## config.mk

```make
export PLATFORM = sky130hd
export DESIGN_NAME = instr_fetch_flat
export DESIGN_NICKNAME = d
export VERILOG_FILES = /design/src/rtl/instr_fetch_if.sv /design/src/rtl/instr_fetch.sv /design/src/flat_wrapper.sv
export SDC_FILE = /design/constraint.sdc
export NUM_CORES = 1
export LEC_CHECK = 0
export ABC_CLOCK_PERIOD_IN_PS = 16620
export BUFFER_PORTS_ARGS = -buffer_cell sky130_fd_sc_hd__buf_4
export CORE_MARGIN = 2
export CORE_UTILIZATION = 50
export DETAILED_ROUTE_END_ITERATION = 16
export PLACE_DENSITY_LB_ADDON = 0.12
export SYNTH_ARGS = -nofsm -noshare
export SYNTH_HDL_FRONTEND = slang
export SYNTH_SLANG_ARGS = --single-unit
```

## constraint.sdc

```tcl
create_clock -name clk -period 16.62 [get_ports clk]
set_input_delay 3.324 -clock clk [delete_from_list [all_inputs] [get_ports clk]]
set_output_delay 3.324 -clock clk [all_outputs]
set_load 0.005 [all_outputs]
```

## src/rtl/instr_fetch_if.sv

```systemverilog
// Fetch-side bundle: instruction memory read port
// plus the decode valid/ready and redirect signals.
interface instr_fetch_if;
  logic        imem_req;
  logic [31:0] imem_addr;
  logic [31:0] imem_rdata;
  logic        redirect;
  logic [31:0] redirect_pc;
  logic        instr_valid;
  logic [31:0] instr;
  logic [31:0] instr_pc;
  logic        instr_ready;

  modport master (
    output imem_req,
    output imem_addr,
    input  imem_rdata,
    input  redirect,
    input  redirect_pc,
    output instr_valid,
    output instr,
    output instr_pc,
    input  instr_ready
  );

  modport slave (
    input  imem_req,
    input  imem_addr,
    output imem_rdata,
    output redirect,
    output redirect_pc,
    input  instr_valid,
    input  instr,
    input  instr_pc,
    output instr_ready
  );
endinterface

```

## src/rtl/instr_fetch.sv

```systemverilog
// Instruction fetch stage: owns the fetch PC, issues
// one-word reads and buffers returns in a prefetch queue.
module instr_fetch #(
  parameter int          DEPTH    = 4,
  parameter logic [31:0] RESET_PC = 32'h0000_0000
) (
  input logic            clk,
  input logic            rst,
  instr_fetch_if.master  bus
);

  localparam int PW = (DEPTH > 1) ? $clog2(DEPTH) : 1;
  localparam int CW = $clog2(DEPTH) + 1;
  localparam logic [CW:0] DEPTH_W = (CW+1)'(DEPTH);

  typedef struct packed {
    logic [31:0] pc;
    logic [31:0] instr;
  } entry_t;

  entry_t          q_mem [DEPTH];
  logic [PW-1:0]   rd_ptr;
  logic [PW-1:0]   wr_ptr;
  logic [CW-1:0]   count;
  logic [31:0]     fetch_pc;
  logic            inflight;
  logic [31:0]     inflight_pc;

  logic [CW:0]     occupancy;
  logic            req;
  logic            push;
  logic            pop;
  logic            valid;
  logic [31:0]     redir_pc;

  // Every in-flight read already owns a queue slot, so a
  // request is only allowed while slots remain unclaimed.
  assign occupancy = {1'b0, count} + {{CW{1'b0}}, inflight};
  assign req       = !rst && !bus.redirect
                   && (occupancy < DEPTH_W);
  assign push      = inflight && !bus.redirect;
  assign valid     = (count != '0);
  assign pop       = valid && bus.instr_ready;
  assign redir_pc  = {bus.redirect_pc[31:2], 2'b00};

  assign bus.imem_req    = req;
  assign bus.imem_addr   = fetch_pc;
  assign bus.instr_valid = valid;
  assign bus.instr       = q_mem[rd_ptr].instr;
  assign bus.instr_pc    = q_mem[rd_ptr].pc;

  // Fetch PC and in-flight tracking; redirect restarts.
  always_ff @(posedge clk or posedge rst) begin
    if (rst) begin
      fetch_pc    <= RESET_PC;
      inflight    <= 1'b0;
      inflight_pc <= RESET_PC;
    end else if (bus.redirect) begin
      fetch_pc    <= redir_pc;
      inflight    <= 1'b0;
    end else if (req) begin
      fetch_pc    <= fetch_pc + 32'd4;
      inflight    <= 1'b1;
      inflight_pc <= fetch_pc;
    end else begin
      inflight    <= 1'b0;
    end
  end

  // Queue pointers and count; redirect flushes everything.
  always_ff @(posedge clk or posedge rst) begin
    if (rst) begin
      rd_ptr <= '0;
      wr_ptr <= '0;
      count  <= '0;
    end else if (bus.redirect) begin
      rd_ptr <= '0;
      wr_ptr <= '0;
      count  <= '0;
    end else begin
      if (push)
        wr_ptr <= wr_ptr + PW'(1);
      if (pop)
        rd_ptr <= rd_ptr + PW'(1);
      count <= count + CW'(push) - CW'(pop);
    end
  end

  // Queue storage: returned word tagged with its PC.
  always_ff @(posedge clk or posedge rst) begin
    if (rst) begin
      for (int i = 0; i < DEPTH; i++)
        q_mem[i] <= '0;
    end else if (push) begin
      q_mem[wr_ptr] <= '{pc: inflight_pc,
                         instr: bus.imem_rdata};
    end
  end

endmodule

```

## src/flat_wrapper.sv

```systemverilog
// flat-port wrapper written by rule: the top's interface ports become plain ports
module instr_fetch_flat 
#(
  parameter int          DEPTH    = 4,
  parameter logic [31:0] RESET_PC = 32'h0000_0000
)
  (clk, rst, bus_imem_req, bus_imem_addr, bus_imem_rdata, bus_redirect, bus_redirect_pc, bus_instr_valid, bus_instr, bus_instr_pc, bus_instr_ready);
  instr_fetch_if bus_i ();
  input logic clk;
  input logic rst;
  output wire logic [$bits(bus_i.imem_req)-1:0] bus_imem_req;
  output wire logic [$bits(bus_i.imem_addr)-1:0] bus_imem_addr;
  input wire logic [$bits(bus_i.imem_rdata)-1:0] bus_imem_rdata;
  input wire logic [$bits(bus_i.redirect)-1:0] bus_redirect;
  input wire logic [$bits(bus_i.redirect_pc)-1:0] bus_redirect_pc;
  output wire logic [$bits(bus_i.instr_valid)-1:0] bus_instr_valid;
  output wire logic [$bits(bus_i.instr)-1:0] bus_instr;
  output wire logic [$bits(bus_i.instr_pc)-1:0] bus_instr_pc;
  input wire logic [$bits(bus_i.instr_ready)-1:0] bus_instr_ready;
  assign bus_imem_req = bus_i.imem_req;
  assign bus_imem_addr = bus_i.imem_addr;
  assign bus_i.imem_rdata = bus_imem_rdata;
  assign bus_i.redirect = bus_redirect;
  assign bus_i.redirect_pc = bus_redirect_pc;
  assign bus_instr_valid = bus_i.instr_valid;
  assign bus_instr = bus_i.instr;
  assign bus_instr_pc = bus_i.instr_pc;
  assign bus_i.instr_ready = bus_instr_ready;
  instr_fetch #(.DEPTH(DEPTH), .RESET_PC(RESET_PC)) u_core (.clk(clk), .rst(rst), .bus(bus_i));
endmodule
```

==> results of run 1 <==
==> Yosys cell counts (all sizes together), types with 3 or more instances <==
| library cell | n | area share (%) |
|---|---|---|
| dfrtp | 316 | 56 |
| mux2 | 281 | 23 |
| mux4 | 62 | 10 |
| buf | 45 | 1.7 |
| nand2 | 38 | 1.1 |
| o21ai | 25 | 0.89 |
| nand3 | 20 | 0.79 |
| nor2 | 17 | 0.47 |
| xor2 | 16 | 1.0 |
| xnor2 | 13 | 0.81 |
| clkbuf | 10 | 0.27 |
| inv | 10 | 0.27 |
| ha | 8 | 0.71 |
| nand4 | 8 | 0.40 |
| nor3 | 8 | 0.32 |
| nor4 | 8 | 0.58 |
| or3 | 4 | 0.18 |
| a31oi | 3 | 0.13 |
| nor4b | 3 | 0.28 |
==> worst max path at each step <==
| stage | from | end | slack [ps] | depth (start not counted) |
|---|---|---|---|---|
| floorplan | rst | u_core.bus.imem_addr[10] | 4500 | 1 |
| global placement | bus_redirect | bus_imem_req | 9230 | 3 |
| detailed placement | bus_redirect | bus_imem_req | 9220 | 3 |
| CTS | bus_redirect | bus_imem_req | 9230 | 3 |
| global route | bus_redirect | bus_imem_req | 9170 | 3 |
| finish | bus_redirect | bus_imem_req | 9230 | 3 |
==> power groups by stage <==
stage | sequential, W | combinational, W | clock, W
5_1_grt | 0.00118 | 0.000805 | 0.000861
6_report | 0.00114 | 0.000739 | 0.000807
4_1_cts | 0.00114 | 0.000755 | 0.000830
3_3_place_gp | 0.00115 | 0.000739 | 0
2_1_floorplan | 0.00109 | 0.000493 | 0
3_5_place_dp | 0.00116 | 0.000753 | 0
==> logic make-up after synthesis <==
kind of cell    Yosys count  share of synthesized area [%]
mux                     345                           32.7
xor+xnor                 29                           1.81
flops                   316                           56.4
compound gates           33                           1.40
buf+inv                  65                           2.22
simple gates            115                           4.54
other cells               1                         0.0268
fa+ha+maj                 9                          0.857
==> metrics by stage <==
step | power (W) | instances | instance area (µm²) | util, % | setup slack [ps]
4_1_cts | 0.00273 | 1469 | 16700 | 60.4 | 9230
3_5_place_dp | 0.00191 | 1404 | 15500 | 56.0 | 9220
6_report | 0.00269 | 1469 | 16700 | 60.4 | 9230
2_1_floorplan | 0.00158 | 916 | 14000 | - | 4500
5_1_grt | 0.00284 | 1469 | 16700 | 60.4 | 9170
3_3_place_gp | 0.00189 | 1404 | 15500 | 56.0 | 9230
==> cells in the final DEF (no fill, tap or decap), drive strengths merged, types with 2 or more instances in the layout <==
cell / count
mux2: 281
nor3: 8
nor4: 8
clkinvlp: 2
or3: 4
inv: 12
xnor2: 13
mux2i: 2
nor2b: 2
buf: 165
nand4: 8
conb: 4
ha: 8
nor4b: 3
nand2: 38
nand3: 20
dfrtp: 316
nand4b: 2
o21ai: 25
bufinv: 2
xor2: 16
nor2: 17
a31oi: 3
clkbuf: 54
mux4: 62
and2: 2
clkinv: 5
==> worst max-delay path: cells and delay by family <==
family	cells	cell delay (ps)
buffers and inverters	2	640
and+or+nand+nor	1	100
==> cell type report <==
| class | instances | share of cell area [%] |
|---|---|---|
| Clock inverter | 11 | 0.702 |
| Timing Repair Buffer | 165 | 7.40 |
| Inverter | 10 | 0.269 |
| Clock buffer | 54 | 6.69 |
| Tap cell | 378 | 2.82 |
| Sequential cell | 316 | 47.3 |
| Multi-Input combinational cell | 535 | 34.9 |
==> state kept, by name, summed over array words and instances (netlist names) <==
register              count
u_core.inflight           1
u_core.count              3
u_core.inflight_pc       30
u_core.rd_ptr             2
u_core.q_mem            248
u_core.wr_ptr             2
u_core.bus.imem_addr     30
==> metal layers <==
layer	part of all wire, %	wire (µm)
met3	5.0	1480
met4	1.8	531
met1	46	13600
met5	0	0
met2	47	14000
==> Implementation_results.wiki, run 1 <==
{| class="wikitable"
! Metric !! Value
|-
| Run status || completed
|-
| Setup TNS || 0 ps
|-
| Post-DP HPWL || 17500 µm
|-
| Die width || 171 µm
|-
| Antenna violations before repair || 0
|-
| Largest net degree at the start of global routing || 104
|-
| Vias in the first global route || 8423
|-
| Worst Setup End Kind || output pin
|-
| Busiest metal layer after global routing || met2
|-
| Footprint of the multi-input gates || 5840 µm²
|-
| Min-delay src || u_core.q_mem[163]
|-
| Clock sink count || 316
|-
| Area taken by flip-flops and latches || 7920 µm²
|-
| Length in cells of the worst reg-to-reg path || 3
|-
| Number of vias after detailed routing || 8123
|-
| Drt initial violations || 424
|-
| Count of final max-slew check failures || 0
|-
| Clock-pin slew reported for the worst setup and hold paths after clock tree synthesis || 60 ps
|-
| Slowest-stage cell, CP || buf_4
|-
| Post-CTS Setup Repair Bufs || 0
|-
| Worst R2R Start || u_core.inflight
|-
| Sink of the worst hold path || u_core.q_mem[163]
|-
| PostCTS Resize Cnt || 0
|-
| Skew-Pair Late Insertion Delay || 510 ps
|-
| Area growth syn-to-layout || 19.6%
|-
| Path class of the lowest-slack min-delay path || flop to flop
|-
| Cell depth of the worst hold path || 1
|-
| Total DRC errors in the routed layout || 0
|-
| Count of distinct cell types in the synthesized netlist || 43
|-
| Filler cell count in the final layout || 2226
|-
| Initial Utilization || 50.6%
|-
| Final critical path time including I/O delays and setup || 7390 ps
|-
| Peak Freq || 135 MHz
|-
| Post-synthesis sequential element count || 316
|-
| Worst path required time || 13300 ps
|-
| Total net switching power || 0.000719 W
|-
| Count of pins on the block boundary || 166
|-
| GR Util met2 || 33.3%
|-
| Biggest cell delay along the critical path || 480 ps
|-
| Clock skew after layout || 9.44 ps
|-
| Worst-case register-to-register setup slack || 13940 ps
|-
| Setup repair after global routing missed its margin || false
|-
| Sequential area share after synthesis || 56.4%
|-
| Setup violations, final || 0
|-
| Clock Power Share || 30.0%
|-
| Reg-to-reg critical path endpoint || u_core.q_mem[152]
|-
| Maximum clock path buffer count || 3
|-
| Net switching fraction of the power || 26.8%
|-
| Met3 track demand over resource || 3.91%
|-
| Number of antenna diodes || 0
|-
| Routability congestion estimate || 0.698
|-
| H-tree level count || 2
|-
| Post-route fraction of the period consumed by the critical path || 44.5%
|-
| PortBufs || 159
|-
| Number of routed nets with antenna violations || 0
|-
| Worst vdd rail ir drop || 0.0841 mV
|-
| Ratio of routed vias to standard cells || 5.53
|-
| Sequential cell fraction of total power || 42.5%
|-
| Crit path arrival time || 4060 ps
|-
| Post-synth design cell area || 14000 µm²
|-
| Number of buffers added to fix hold violations after cts || 0
|-
| P_int || 0.00197 W
|-
| Cell Pwr Density || 160 nW/µm²
|-
| Normalized max-slew margin || 25.5%
|-
| FFs w/ async S/R, synth || 100%
|-
| Clock Root Buffer || clkbuf_16
|-
| Final hold violations || 0
|-
| Floorplan Core Area || 27700 µm²
|-
| Wire length after detailed routing || 29600 µm
|-
| Avg Synthesized Cell Area || 15.3 µm²
|-
| Number of nets at the end of the flow || 1141
|-
| Predominant post-synthesis flop cell || dfrtp_1
|-
| Num CTS Buffers || 36
|-
| Comb power frac || 27.5%
|-
| GRT Util Overall || 20.9%
|-
| Drt first pass iters || 4
|-
| Cell with the most instances on the worst path || buf_4
|-
| Least-Margin Pin Slew || 1120 ps
|-
| Total number of placement rows || 61
|-
| Fraction of met1 tracks used by global routing || 29.9%
|-
| Chip height || 171 µm
|-
| First-pass GRT wire length || 47300 µm
|-
| Highest net fanout along the worst path || 59
|-
| Leakage power figure || 7.72 nW
|-
| WL/cell || 20.1 µm
|-
| Max Cap Violations || 0
|-
| CP Class || input port to output pin
|-
| TritonCTS clock tree || done
|-
| Number of synthesized flops with an enable pin || 0
|-
| Worst Hold Margin || 498 ps
|-
| Crit path launch type || input port
|-
| Synth warnings || 0
|-
| Gate count after technology mapping || 913
|-
| Share of final-layout standard cells stronger than drive strength 1 || 54.4%
|-
| Floorplan die area || 29400 µm²
|-
| Critical-path cell list || buf_4 -> nor3_4 -> buf_4
|-
| Leftover overflow at the end of global routing || 0
|}
(Power assumes the default switching activity.)
==> run 2: changes to the inputs <==
- ABC_AREA: not set -> 1
- ABC_CLOCK_PERIOD_IN_PS: 16620 -> 7600
- clock period: 16.62 -> 7.6 ns (I/O delays scaled with it)
==> run 2 against run 1 <==
Net effect:
- clock skew grew 10 ps
- combinational power is 140% higher
- register-to-register slack worse by 8600 ps
- first-iteration DRC count rose by 110%
- critical path type is now flop to output pin
- critical endpoint is now bus_instr_pc[27]
==> Implementation_results.wiki, run 2 <==
{| class="wikitable"
! Metric !! Value
|-
| GRT Util Overall || 23.5%
|-
| Setup violations, final || 0
|-
| Clock sink count || 316
|-
| Crit path launch type || flop
|-
| Post-CTS Setup Repair Bufs || 0
|-
| Total number of placement rows || 62
|-
| Path class of the lowest-slack min-delay path || flop to flop
|-
| H-tree level count || 2
|-
| Post-DP HPWL || 20500 µm
|-
| Leading cell type by number of instances after synthesis || nand2_1
|-
| Max Cap Violations || 0
|-
| Num CTS Buffers || 35
|-
| Most used standard cells in the synthesized netlist || nand2_1, o21ai_0, dfrtp_1
|-
| Worst path required time || 6080 ps
|-
| Combined buffer and inverter count along the critical path || 3
|-
| Cell Pwr Density || 353 nW/µm²
|-
| Worst R2R Start || u_core.wr_ptr[0]
|-
| Count of final max-slew check failures || 0
|-
| Drt initial violations || 901
|-
| Peak Freq || 213 MHz
|-
| Number of vias after detailed routing || 11950
|-
| Vias in the first global route || 11429
|-
| Largest cells by area after synthesis || dfrtp_1, nand2_1, o21ai_0
|-
| Number of buffers added to fix hold violations after cts || 0
|-
| FFs w/ async S/R, synth || 100%
|-
| Most common library cell in the layout ignoring fill and taps || nand2_1
|-
| Sequential cell fraction of total power || 41.5%
|-
| Total power || 0.00594 W
|-
| Register name with the most flops || u_core.q_mem
|-
| Total net switching power || 0.00195 W
|-
| Critical-path cell list || clkinv_2 -> buf_4 -> o21ai_0 -> o22ai_1 -> buf_4
|-
| Run status || completed
|-
| Number of synthesized flops with an enable pin || 0
|-
| Leakage power figure || 8.26 nW
|-
| Final hold violations || 0
|-
| Net switching fraction of the power || 32.8%
|-
| Sequential area share after synthesis || 55.1%
|-
| Share of final-layout standard cells stronger than drive strength 1 || 13.2%
|-
| Ratio of routed vias to standard cells || 5.28
|-
| Clock Power Share || 28.5%
|-
| Synth warnings || 0
|-
| Number of routed nets with antenna violations || 0
|-
| Min-delay src || u_core.q_mem[120]
|-
| Post-synthesis sequential element count || 316
|-
| Comb power frac || 30.0%
|-
| Avg Synthesized Cell Area || 8.17 µm²
|-
| Clock-pin slew reported for the worst setup and hold paths after clock tree synthesis || 60 ps
|-
| Flip-flop count of the largest register after layout || 248
|-
| Normalized max-slew margin || 33.3%
|-
| Final Core Density || 59.1%
|-
| Largest net degree at the start of global routing || 177
|-
| Commonest cells after routing, fill and taps aside || nand2_1, o21ai_0, dfrtp_1
|-
| Clock Root Buffer || clkbuf_16
|-
| Final critical path time including I/O delays and setup || 4690 ps
|-
| Family with the most delay on the worst path || buffers and inverters
|-
| First-pass GRT wire length || 58100 µm
|-
| PortBufs || 159
|-
| Number of antenna diodes || 0
|-
| Crit path arrival time || 3170 ps
|-
| Count of distinct cell types in the synthesized netlist || 27
|-
| Area fraction of the dominant cell type after synthesis || 55.1%
|-
| CP Class || flop to output pin
|-
| Library cell with the largest summed area after synthesis || dfrtp_1
|-
| Predominant post-synthesis flop cell || dfrtp_1
|-
| Number of nets at the end of the flow || 1932
|-
| Slowest-stage cell, CP || dfrtp_4
|-
| Highest net fanout along the worst path || 82
|-
| Setup TNS || 0 ps
|-
| Maximum clock path buffer count || 3
|-
| Setup repair after global routing missed its margin || false
|-
| Initial Utilization || 50.4%
|-
| Worst Setup End Kind || output pin
|-
| Least-Margin Pin Slew || 1000 ps
|-
| WL/cell || 15.4 µm
|-
| Clock skew after layout || 19.8 ps
|-
| Total DRC errors in the routed layout || 0
|-
| Antenna violations before repair || 0
|-
| Post-synth design cell area || 14400 µm²
|-
| Worst vdd rail ir drop || 0.199 mV
|-
| Floorplan Core Area || 28500 µm²
|-
| Routability congestion estimate || 0.870
|-
| Drt first pass iters || 5
|-
| Count of pins on the block boundary || 166
|-
| Post-route fraction of the period consumed by the critical path || 61.8%
|-
| Leftover overflow at the end of global routing || 0
|-
| Floorplan die area || 30100 µm²
|-
| Gate count after technology mapping || 1756
|-
| P_int || 0.00399 W
|-
| Critical path origin || u_core.rd_ptr[0]
|-
| TritonCTS clock tree || done
|-
| Chip height || 173 µm
|-
| Biggest cell delay along the critical path || 790 ps
|-
| Area growth syn-to-layout || 17.1%
|-
| Die width || 173 µm
|-
| Wire length after detailed routing || 34900 µm
|-
| PostCTS Resize Cnt || 0
|-
| Skew-Pair Late Insertion Delay || 510 ps
|-
| Cell with the most instances on the worst path || buf_4
|}
## run 2: cell types whose count changed in the layout (fill, tap and decap cells not counted), sizes merged, moves of 13 or more
cell,before,now
nand2,38,450
o21ai,25,414
mux2,281,0
nor2,17,179
inv,12,128
mux4,62,0
o22ai,0,62
nand3,20,77
xor2,16,1
xnor2,13,0
## run 2: logic make-up after synthesis
family | after synthesis | synth area share [%]
xor+xnor | 1 | 0.0610
simple gates | 709 | 19.7
buf+inv | 242 | 7.02
flops | 316 | 55.1
fa+ha+maj | 9 | 0.837
other cells | 1 | 0.0261
compound gates | 478 | 17.2
## run 2: power groups by stage
stage,sequential (W),clock (W),combinational (W)
3_5_place_dp,0.00248,0,0.00180
4_1_cts,0.00246,0.00173,0.00181
5_1_grt,0.00253,0.00179,0.00205
3_3_place_gp,0.00247,0,0.00176
6_report,0.00247,0.00170,0.00178
2_1_floorplan,0.00239,0,0.00108
## run 2: routing by layer
metal	up-vias	routed length, µm	track usage (%)	part of all wire [%]
met5	-	0	0	0
met4	0	605	6.36	1.7
met3	44	2160	3.84	6.2
met2	332	15800	36.9	45
met1	5635	16300	34.1	47
li1	5939	-	-	-
## run 2: final timing paths
check | to | slack, ps | cells past startpoint
setup / recovery | bus_instr_pc[27] | 2910 | 5
hold reg to reg | u_core.q_mem[120] | 480 | 2
setup reg to reg | u_core.q_mem[74] | 5350 | 5
max in group asynchronous | u_core.q_mem[133] | 4950 | 3
min in group asynchronous | u_core.wr_ptr[1] | 1230 | 2
hold / removal | u_core.q_mem[120] | 480 | 2
## run 2: worst min-delay path, stage by stage, from the launching register on
cell and delay, ps:
dfrtp_1 340, nand2_1 50, o21ai_0 60
## run 2: per-stage QoR
stage | setup WS [ps] | instance area (µm²) | cells | hold slack, ps
floorplan | 1870 | 14400 | 1759 | 448
global placement | 3290 | 15700 | 2202 | 462
detailed placement | 3310 | 15700 | 2202 | 468
CTS | 2880 | 16800 | 2263 | 482
global route | 2610 | 16800 | 2263 | 493
finish | 2910 | 16800 | 2263 | 477
## run 2: final cells by class
cell class                      instances  area [µm²]
Tap cell                              384         480
Sequential cell                       316        7910
Fill cell                            2628       11700
Clock inverter                          5        75.1
Multi-Input combinational cell       1201        5470
Clock buffer                           56        1090
Timing Repair Buffer                  171        1300
Inverter                              130         493
==> run 3: changes to the inputs <==
- ABC_CLOCK_PERIOD_IN_PS: 7600 -> 4200
- clock period: 7.6 -> 4.2 ns (I/O delays scaled with it)
==> run 3 against run 2 <==
Net effect:
- global-route usage is 0.28 points lower
- final area grew 0.68%
- die area unchanged
- highest routed layer unchanged
- register-to-register slack got worse by 3300 ps
- sequential cell count is the same
- critical endpoint is now bus_instr[29]
- via count is 0.43% lower
- sequential share of layout area decreased by 0.32 points
- largest power group unchanged
- cell count grew 0.31%
- sequential power is 81% higher
==> Implementation_results.wiki, run 3 (synthesis results as in run 2) <==
{| class="wikitable"
! Metric !! Value
|-
| Antenna violations before repair || 0
|-
| PostCTS Resize Cnt || 0
|-
| Initial Utilization || 50.4%
|-
| Post-DP HPWL || 20800 µm
|-
| Total number of placement rows || 62
|-
| GRT Util Overall || 23.2%
|-
| Reg-to-reg critical path endpoint || u_core.bus.imem_addr[8]
|-
| Length in cells of the worst reg-to-reg path || 9
|-
| Highest net fanout along the worst path || 45
|-
| Floorplan Core Area || 28500 µm²
|-
| Count of pins on the block boundary || 166
|-
| Clock-pin slew reported for the worst setup and hold paths after clock tree synthesis || 60 ps
|-
| Total power || 0.0108 W
|-
| Setup violations, final || 0
|-
| Final Core Density || 59.5%
|-
| WL/cell || 15.3 µm
|-
| Normalized max-slew margin || 46.5%
|-
| Number of buffers added to fix hold violations after cts || 0
|-
| Vias in the first global route || 11186
|-
| Final hold violations || 0
|-
| PortBufs || 159
|-
| Drt initial violations || 1046
|-
| Most common library cell in the layout ignoring fill and taps || nand2_1
|-
| Placed cell count || 2208
|-
| Commonest cells after routing, fill and taps aside || nand2_1, o21ai_0, dfrtp_1
|-
| Setup repair after global routing missed its margin || false
|-
| Maximum clock path buffer count || 3
|-
| Register name with the most flops || u_core.q_mem
|-
| Path class of the lowest-slack min-delay path || input port to asynchronous set/reset pin
|-
| Floorplan die area || 30100 µm²
|-
| Clock sink count || 316
|-
| Flip-flop count of the largest register after layout || 248
|-
| Total DRC errors in the routed layout || 0
|-
| Number of antenna diodes || 0
|-
| Number of vias after detailed routing || 11899
|-
| Crit path launch type || flop
|-
| Post-route fraction of the period consumed by the critical path || 75.8%
|-
| Worst Setup End Kind || output pin
|-
| Die width || 173 µm
|-
| Final critical path time including I/O delays and setup || 3180 ps
|-
| Clock Root Buffer || clkbuf_16
|-
| Cell Pwr Density || 636 nW/µm²
|-
| Worst path required time || 3360 ps
|-
| Peak Freq || 314 MHz
|-
| Crit path arrival time || 2340 ps
|-
| Worst vdd rail ir drop || 0.318 mV
|-
| Area growth syn-to-layout || 17.9%
|-
| Worst R2R Start || u_core.count[1]
|-
| First-pass GRT wire length || 57500 µm
|-
| Clock skew after layout || 7.41 ps
|-
| Wire length after detailed routing || 34800 µm
|-
| Num CTS Buffers || 37
|-
| Leftover overflow at the end of global routing || 0
|-
| Skew-Pair Late Insertion Delay || 500 ps
|-
| Number of routed nets with antenna violations || 0
|-
| Max Cap Violations || 0
|-
| CP Class || flop to output pin
|-
| Post-CTS Setup Repair Bufs || 0
|-
| Count of final max-slew check failures || 0
|-
| Share of final-layout standard cells stronger than drive strength 1 || 13.7%
|-
| Routability congestion estimate || 0.873
|-
| Number of standard cells in the layout, taps in and fillers out || 2270
|-
| Leakage power figure || 8.32 nW
|-
| Filler cell count in the final layout || 2661
|-
| TritonCTS clock tree || done
|-
| Number of nets at the end of the flow || 1940
|-
| Drt first pass iters || 5
|-
| Largest net degree at the start of global routing || 135
|-
| Run status || completed
|-
| Chip height || 173 µm
|-
| Least-Margin Pin Slew || 802 ps
|-
| Worst-case register-to-register setup slack || 2080 ps
|-
| H-tree level count || 2
|-
| Ratio of routed vias to standard cells || 5.24
|}
## run 3: changes by cell type in the layout (fill, tap and decap cells not counted), sizes merged
cell,before,now
buf,171,177
clkbuf,56,49
inv,128,129
clkinvlp,1,2
clkinv,4,10
## run 3: worst max path at each step
stage | start | to | slack (ps) | depth (start not counted)
floorplan | rst | u_core.bus.imem_addr[10] | -850 | 1
global route | u_core.rd_ptr[0] | bus_instr[29] | 850 | 4
detailed placement | bus_redirect | bus_imem_req | 1290 | 7
finish | u_core.rd_ptr[0] | bus_instr[29] | 1020 | 4
CTS | u_core.rd_ptr[0] | bus_instr[29] | 960 | 4
global placement | bus_redirect | bus_imem_req | 1300 | 7
## run 3: power by group
part	leakage, nW	internal, W	total, W	switching [W]
Combinational	3.57	0.00146	0.00325	0.00179
Sequential	4.18	0.00390	0.00446	0.000558
Clock	0.575	0.00184	0.00306	0.00122
## run 3: final cells by class
type	count	area [µm²]	area share, %
inverter	130	493	2.91
tap	384	480	2.84
multi-input combinational	1201	5470	32.3
sequential	316	7910	46.7
clock buffer	49	1030	6.09
timing repair buffer	177	1420	8.37
clock inverter	13	125	0.739
## run 3: critical path: stages (launching register included)
cell and delay (ps):
dfrtp_4 750, buf_4 490, o21ai_0 160, o22ai_1 270
buf_4 160
## run 3: metrics by stage
| stage | hold slack, ps | setup TNS (ps) | setup WS, ps | area, µm² |
|---|---|---|---|---|
| 2_1_floorplan | 448 | -268870 | -851 | 14400 |
| 3_3_place_gp | 461 | 0 | 1300 | 15800 |
| 3_5_place_dp | 468 | 0 | 1290 | 15800 |
| 4_1_cts | 296 | 0 | 960 | 16900 |
| 5_1_grt | 318 | 0 | 849 | 16900 |
| 6_report | 319 | 0 | 1020 | 16900 |
## run 3: layer usage
metal | global-route usage (%) | share of wire [%] | wire length, µm | up-vias
met5 | 0 | 0 | 0 | -
met1 | 33.6 | 48 | 16600 | 5615
met3 | 4.04 | 5.8 | 2030 | 36
met2 | 36.8 | 45 | 15500 | 307
li1 | - | - | - | 5941
met4 | 5.44 | 1.7 | 595 | 0
